<file path="src/rtl/pipe_hazard_ctrl_pkg.sv">
// -----------------------------------------------------------------------------
// pipe_hazard_ctrl_pkg
//   Shared encodings for the 3-stage hazard scheduler:
//     - forwarding-select encodings (FWD_NONE / FWD_X / FWD_W)
//     - scheduler FSM states (RUN / LDSTALL / FLUSH / MEMWAIT)
//     - shadow-entry flag struct and counter widths
//   The X/W shadow rd field is sized by the REG_AW parameter of the users.
// -----------------------------------------------------------------------------
package pipe_hazard_ctrl_pkg;

    // Operand source for the D-stage register read
    typedef enum logic [1:0] {
        FWD_NONE = 2'd0,   // regfile
        FWD_X    = 2'd1,   // X-stage ALU result
        FWD_W    = 2'd2    // W-stage writeback data
    } fwd_sel_e;

    typedef enum logic [1:0] {
        RUN     = 2'd0,
        LDSTALL = 2'd1,
        FLUSH   = 2'd2,
        MEMWAIT = 2'd3
    } hz_state_e;

    // Per-stage shadow flags; the rd field lives beside it (width REG_AW)
    typedef struct packed {
        logic valid;
        logic we;      // already forced low for rd == 0
        logic load;
        logic mem;
    } sh_flags_t;

    localparam int TMO_W       = 8;   // memory-timeout counter width
    localparam int FLUSH_CNT_W = 2;   // enough for FLUSH_CYCLES up to 3

endpackage

</file>
<file path="src/rtl/hazard_fwd_match.sv">
// -----------------------------------------------------------------------------
// hazard_fwd_match
//   Per-operand comparator of one D-stage source against the X and W shadows.
//   Ports:
//     use_rs, rs                  - D instruction reads register rs
//     x_valid, x_we, x_load, x_rd - X shadow entry
//     w_valid, w_we, w_rd         - W shadow entry
//     sel                         - forwarding select (fwd_sel_e encoding)
//     raw_hit                     - this operand needs the D stage held
//   Build option HAZARD_FWD_EN:
//     defined   - X (non-load) beats W forwarding; only a load in X stalls.
//     undefined - sel is always FWD_NONE; any X or W writer match stalls.
// -----------------------------------------------------------------------------
module hazard_fwd_match
    import pipe_hazard_ctrl_pkg::*;
#(
    parameter int REG_AW = 5
)(
    input  logic              use_rs,
    input  logic [REG_AW-1:0] rs,
    input  logic              x_valid,
    input  logic              x_we,
    input  logic              x_load,
    input  logic [REG_AW-1:0] x_rd,
    input  logic              w_valid,
    input  logic              w_we,
    input  logic [REG_AW-1:0] w_rd,
    output logic [1:0]        sel,
    output logic              raw_hit
);

    logic src_live;
    logic x_alu_hit;
    logic x_ld_hit;
    logic w_hit;

    // x0 is hard-wired zero, so it never creates a dependency
    assign src_live  = use_rs && (rs != '0);
    assign x_alu_hit = src_live && x_valid && x_we && !x_load && (x_rd == rs);
    assign x_ld_hit  = src_live && x_valid && x_we &&  x_load && (x_rd == rs);
    assign w_hit     = src_live && w_valid && w_we && (w_rd == rs);

`ifdef HAZARD_FWD_EN
    // Load data is not available until W, so a load in X cannot forward
    assign sel     = x_alu_hit ? FWD_X : (w_hit ? FWD_W : FWD_NONE);
    assign raw_hit = x_ld_hit;
`else
    assign sel     = FWD_NONE;
    assign raw_hit = x_alu_hit || x_ld_hit || w_hit;
`endif

endmodule

</file>
<file path="src/rtl/pipe_hazard_ctrl.sv">
// -----------------------------------------------------------------------------
// pipe_hazard_ctrl
//   Central hazard scheduler for the D / X / W RISC-V pipeline. Keeps shadow
//   copies of the X and W instruction attributes and produces forwarding
//   selects, load-use (or generic RAW) stalls, redirect flush bubbles and a
//   full-pipe freeze while data memory is busy.
//   Ports:
//     clk, rst_n                          - clock, async active-low reset
//     d_valid, d_rs1/2, d_use_rs1/2, d_rd,
//     d_rf_we, d_is_load, d_is_mem        - D-stage instruction attributes
//     x_br_taken, x_jal, x_jalr           - redirect resolved in X
//     dmem_ready                          - W-stage memory access complete
//     stall_if, stall_d, stall_x          - hold PC / D reg / X reg
//     flush_d                             - make the D->X transfer a bubble
//     fwd_a_sel, fwd_b_sel                - 0 regfile, 1 X result, 2 W data
//     mem_err                             - sticky memory-timeout flag
//   Build option HAZARD_FWD_EN: enables operand forwarding; without it every
//   RAW dependency on X or W is resolved by stalling.
// -----------------------------------------------------------------------------
module pipe_hazard_ctrl
    import pipe_hazard_ctrl_pkg::*;
#(
    parameter int REG_AW       = 5,
    parameter int FLUSH_CYCLES = 1,
    parameter int MEM_TIMEOUT  = 255
)(
    input  logic              clk,
    input  logic              rst_n,
    input  logic              d_valid,
    input  logic [REG_AW-1:0] d_rs1,
    input  logic [REG_AW-1:0] d_rs2,
    input  logic              d_use_rs1,
    input  logic              d_use_rs2,
    input  logic [REG_AW-1:0] d_rd,
    input  logic              d_rf_we,
    input  logic              d_is_load,
    input  logic              d_is_mem,
    input  logic              x_br_taken,
    input  logic              x_jal,
    input  logic              x_jalr,
    input  logic              dmem_ready,
    output logic              stall_if,
    output logic              stall_d,
    output logic              stall_x,
    output logic              flush_d,
    output logic [1:0]        fwd_a_sel,
    output logic [1:0]        fwd_b_sel,
    output logic              mem_err
);

    localparam logic [FLUSH_CNT_W-1:0] FLUSH_INIT = FLUSH_CNT_W'(FLUSH_CYCLES - 1);
    localparam logic [TMO_W-1:0]       TMO_LIMIT  = TMO_W'(MEM_TIMEOUT);

    sh_flags_t         x_f, w_f;
    logic [REG_AW-1:0] x_rd, w_rd;

    hz_state_e                state, ret_state, eff_state;
    logic [FLUSH_CNT_W-1:0]   flush_left;
    logic                     redir_pend;
    logic [TMO_W-1:0]         tmo_cnt, tmo_next;

    logic freeze, redirect_req, raw_stall;
    logic a_hit, b_hit;
    logic w_load_unused;

    // Forwarding from W is identical for loads and ALU ops
    assign w_load_unused = w_f.load;

    hazard_fwd_match #(.REG_AW(REG_AW)) u_match_a (
        .use_rs (d_use_rs1), .rs (d_rs1),
        .x_valid(x_f.valid), .x_we(x_f.we), .x_load(x_f.load), .x_rd(x_rd),
        .w_valid(w_f.valid), .w_we(w_f.we), .w_rd(w_rd),
        .sel    (fwd_a_sel), .raw_hit(a_hit)
    );

    hazard_fwd_match #(.REG_AW(REG_AW)) u_match_b (
        .use_rs (d_use_rs2), .rs (d_rs2),
        .x_valid(x_f.valid), .x_we(x_f.we), .x_load(x_f.load), .x_rd(x_rd),
        .w_valid(w_f.valid), .w_we(w_f.we), .w_rd(w_rd),
        .sel    (fwd_b_sel), .raw_hit(b_hit)
    );

    assign freeze       = w_f.valid && w_f.mem && !dmem_ready;
    // A redirect seen during a freeze is remembered and acted on at unfreeze
    assign redirect_req = x_br_taken || x_jal || x_jalr || redir_pend;
    assign raw_stall    = d_valid && (a_hit || b_hit);
    // Leaving MEMWAIT behaves as the saved state in that same cycle
    assign eff_state    = (state == MEMWAIT) ? ret_state : state;
    assign tmo_next     = (tmo_cnt == '1) ? tmo_cnt : tmo_cnt + 1'b1;

    // Priority: freeze > redirect / flush window > RAW stall
    always_comb begin
        // NOTE: every output gets a default first so no path infers a latch.
        stall_if = 1'b0;
        stall_d  = 1'b0;
        stall_x  = 1'b0;
        flush_d  = 1'b0;
        if (freeze) begin
            stall_if = 1'b1;
            stall_d  = 1'b1;
            stall_x  = 1'b1;
        end else if (redirect_req || eff_state == FLUSH) begin
            // The dependent D instruction is squashed, so no stall is needed
            flush_d = 1'b1;
        end else if (raw_stall) begin
            stall_if = 1'b1;
            stall_d  = 1'b1;
        end
    end

    // NOTE: all sequential state uses non-blocking assignments so every
    // register samples pre-edge values regardless of statement order.
    always_ff @(posedge clk or negedge rst_n) begin
        if (!rst_n) begin
            state      <= RUN;
            ret_state  <= RUN;
            flush_left <= '0;
            redir_pend <= 1'b0;
            tmo_cnt    <= '0;
            mem_err    <= 1'b0;
            x_f        <= '0;
            w_f        <= '0;
            x_rd       <= '0;
            w_rd       <= '0;
        end else if (freeze) begin
            // Whole pipe holds; shadows and flush countdown are untouched
            if (state != MEMWAIT) begin
                ret_state <= state;
            end
            state      <= MEMWAIT;
            redir_pend <= redirect_req;
            tmo_cnt    <= tmo_next;
            if (tmo_next == TMO_LIMIT) begin
                mem_err <= 1'b1;
            end
        end else begin
            tmo_cnt    <= '0;
            redir_pend <= 1'b0;

            if (d_valid && !stall_d && !flush_d) begin
                x_f.valid <= 1'b1;
                x_f.we    <= d_rf_we && (d_rd != '0);
                x_f.load  <= d_is_load;
                x_f.mem   <= d_is_mem;
                x_rd      <= d_rd;
            end else begin
                x_f <= '0;
            end
            w_f  <= x_f;
            w_rd <= x_rd;

            if (redirect_req) begin
                state      <= (FLUSH_CYCLES > 1) ? FLUSH : RUN;
                flush_left <= FLUSH_INIT;
            end else if (eff_state == FLUSH) begin
                state      <= (flush_left <= 1) ? RUN : FLUSH;
                flush_left <= flush_left - 1'b1;
            end else if (raw_stall) begin
                state <= LDSTALL;
            end else begin
                state <= RUN;
            end
        end
    end

endmodule

</file>
<file path="config.mk">
export PLATFORM = sky130hd
export DESIGN_NAME = pipe_hazard_ctrl
export DESIGN_NICKNAME = d
export VERILOG_FILES = /design/src/rtl/pipe_hazard_ctrl_pkg.sv /design/src/rtl/hazard_fwd_match.sv /design/src/rtl/pipe_hazard_ctrl.sv
export SDC_FILE = /design/constraint.sdc
export NUM_CORES = 1
export LEC_CHECK = 0
export BUFFER_PORTS_ARGS = -buffer_cell sky130_fd_sc_hd__buf_2
export CORE_MARGIN = 4
export CORE_UTILIZATION = 50
export CTS_CLUSTER_SIZE = 8
export DETAILED_ROUTE_END_ITERATION = 7
export PLACE_DENSITY = 0.74
export SYNTH_ARGS = -nofsm -noshare
export SYNTH_HDL_FRONTEND = slang
export SYNTH_SLANG_ARGS = --single-unit
</file>
<file path="constraint.sdc">
create_clock -name clk -period 2.8 [get_ports clk]
set_clock_uncertainty 0.2 [all_clocks]
set_input_delay 0.56 -clock clk [delete_from_list [all_inputs] [get_ports clk]]
set_output_delay 0.56 -clock clk [all_outputs]
set_load 0.03 [all_outputs]
</file>
==> summary.txt <==
status: finished clean
initial antenna violation count: 0
mux cell area share after synthesis: 6.058%
Sink Count: 32
main combinational cell family by area after synthesis: simple AND/OR/NAND/NOR gates
Max-Cap Viols: 0
Finished Layout Cells: 269
H-tree Lvls: 2
sequential share of the synthesized area: 45.62%
fin nets: 251
initial DRC count: 42
Critical Path End Type: output port
Buffers on Ports: 30
largest net degree at the start of global routing: 33
Top Ports: 36
top-area cell type share of the netlist area: 45.62%
synthesized cell area: 1755 um^2
hold_buf cts: 0
die width: 67.25 um
synthesized netlist cell count: 183
Yosys top cell by area: dfrtp_1
synth warn: 0
core area: 3363 um^2
most frequent cells in the layout: 30 x dfrtp_1, 28 x buf_2, 27 x nand2_1, 16 x nor2_1, 12 x xor2_1
fin crit period: 2.797 ns
CP Class: register to output port
post-route setup slack: 0.003343 ns
first-pass GRT wire length: 6.065 mm
worst skew pair latency: 0.33 ns
Die Height: 67.25 um
FP Rows: 21
Hold Crit Class: input port to async pin
most common cell after layout, fill and taps aside: dfrtp_1
Clock Tree Buf Depth: 2
grt ovf: 0
ANT nets after route: 0
synth unique cells: 40
share of flip-flops with an asynchronous set or reset: 100.0%
CP max FO: 2
vias in the first global route: 1385
Static Leak: 1.009 nW
Post-synth EDFFs: 0
Initial Utilization: 52.19%
Pre-Repair DR Iteration Count: 4
vias: 1418
Reg clk slew, reported paths: 0.10 ns
Die ar.: 4523 um^2
Slew HR: 53.08%
Compound-Gate Fraction of Synth Area: 10.55%
Final setup viols: 0
WL per Instance: 13.95 um
CTS tree: done
vias per cell: 5.271
total negative slack: 0 ns
DRC errors left: 0
post-synthesis adder-cell area fraction: 1.426%
Post-synth top flop: dfrtp_1
Crit path arrival time: 2.04 ns
pwr/cell area: 489.0 nW/um^2
Worst R2R Setup Slack: 0.50 ns
Worst Tran Pin Value: 0.7038 ns
average cell area after synthesis: 9.593 um^2
ratio of cells with drive above 1 in the final layout: 30.04%
# diodes: 0
#FFs+latches synth: 32
RSZ-0062 raised after global routing: yes
largest cells by area after synthesis: dfrtp_1 46%, xor2_1 6.0%, nand2_1 5.8%, xnor2_1 5.5%, mux2_4 4.3%
Setup WS pre-CTS: -0.01686 ns
Post-Route WL: 3.752 mm
gr usage total: 18.05%
GP Congestion: 0.9085
CP Data Required Time: 2.04 ns
Synth Area in XOR/XNOR: 11.48%
Achievable Freq: 0.3576 GHz
final hold violations: 0
Worst setup SP type: register
Num CTS Buffers: 5
Area Growth Syn to Fin: 20.10%
Post-Synth Simple-Gate Area: 19.53%
placed insts: 255
Final Cycle Share: 99.88%
Post-DP HPWL: 2.645 mm
minimum hold slack: 0.06702 ns
worst vdd ir: 0.3245 mV
root buffer cell: clkbuf_4
final slew viol count: 0
==> sequential cells by signal, summed over array words and instances, names as in the netlist <==
| register | flops |
|---|---|
| ret_state | 2 |
| x_rd | 5 |
| w_rd | 5 |
| w_f | 3 |
| state | 2 |
| redir_pend | 1 |
| tmo_cnt | 8 |
| mem_err | 1 |
| flush_left | 2 |
| x_f | 3 |
==> cell usage after synthesis, types with 4 or more instances <==
cell type	number
buf_4	5
nand2b_1	4
dfrtp_1	32
nor2_1	16
mux2_4	5
clkbuf_1	4
nand2_1	27
xnor2_1	11
o21ai_0	7
xor2_1	12
a21o_1	4
inv_1	6
nor4_1	4
nor3_1	4
nand3_1	5
a21oi_1	4
nand4_1	4
==> layout make-up <==
| cell class | instances | area [um^2] |
|---|---|---|
| Fill cell | 280 | 1255 |
| Multi-Input combinational cell | 137 | 928.4 |
| Sequential cell | 32 | 803.3 |
| Timing Repair Buffer | 40 | 237.7 |
| Clock buffer | 8 | 58.81 |
| Tap cell | 46 | 57.56 |
| Inverter | 6 | 22.52 |
==> power breakdown <==
group          leakage, nW  total [mW]  internal [mW]  switching (mW)
combinational        0.555       0.219          0.123          0.0970
sequential           0.422       0.542          0.499          0.0429
clock               0.0326       0.269          0.124           0.146
==> critical path, stage by stage, from the launching register on <==
cell	delay, ns
dfrtp_1	0.42
xnor2_1	0.20
nand4_1	0.12
or3_1	0.33
a21o_1	0.21
o21ai_2	0.07
a21o_1	0.20
buf_6	0.15
==> layer usage <==
metal | vias to the layer above | global-route usage [%] | routed length, um
li1 | 697 | - | -
met1 | 678 | 22.12 | 1665
met2 | 35 | 30.06 | 1774
met3 | 8 | 5.657 | 235
met4 | 0 | 6.076 | 77
met5 | - | 0 | 0
==> metrics by stage <==
stage	power [mW]	area (um^2)	utilization [%]
5_1_grt	1.091	2108	62.69
4_1_cts	1.006	2049	60.94
6_report	1.031	2108	62.69
2_1_floorplan	0.6591	1767	-
3_5_place_dp	0.7125	1937	57.59
3_3_place_gp	0.7082	1937	57.59
==> worst paths after layout <==
path                          start        to  depth (start not counted)
max                         w_rd[0]  stall_if                          7
min                           rst_n   w_rd[4]                          1
min reg2reg                 mem_err   mem_err                          1
max in group asynchronous     rst_n   x_rd[0]                          1
max reg2reg                 w_rd[0]    x_f[2]                          7
min in group clk           d_is_mem    x_f[0]                          2
==> cells by family after synthesis <==
logic type | Yosys count
AO/OA/AOI/OAI | 27
XOR/XNOR | 23
adder cells (fa/ha/maj) | 2
buffers and inverters | 17
flip-flops | 32
multiplexers | 8
other | 1
AND/OR/NAND/NOR | 73
==> repair_timing <==
action	4_1_cts	5_1_grt
pin swaps	1	10
endpoints found under the setup margin	2	2
setup buffers	5	1
resized for setup	6	9
Power figures use the tool's default switching activity.
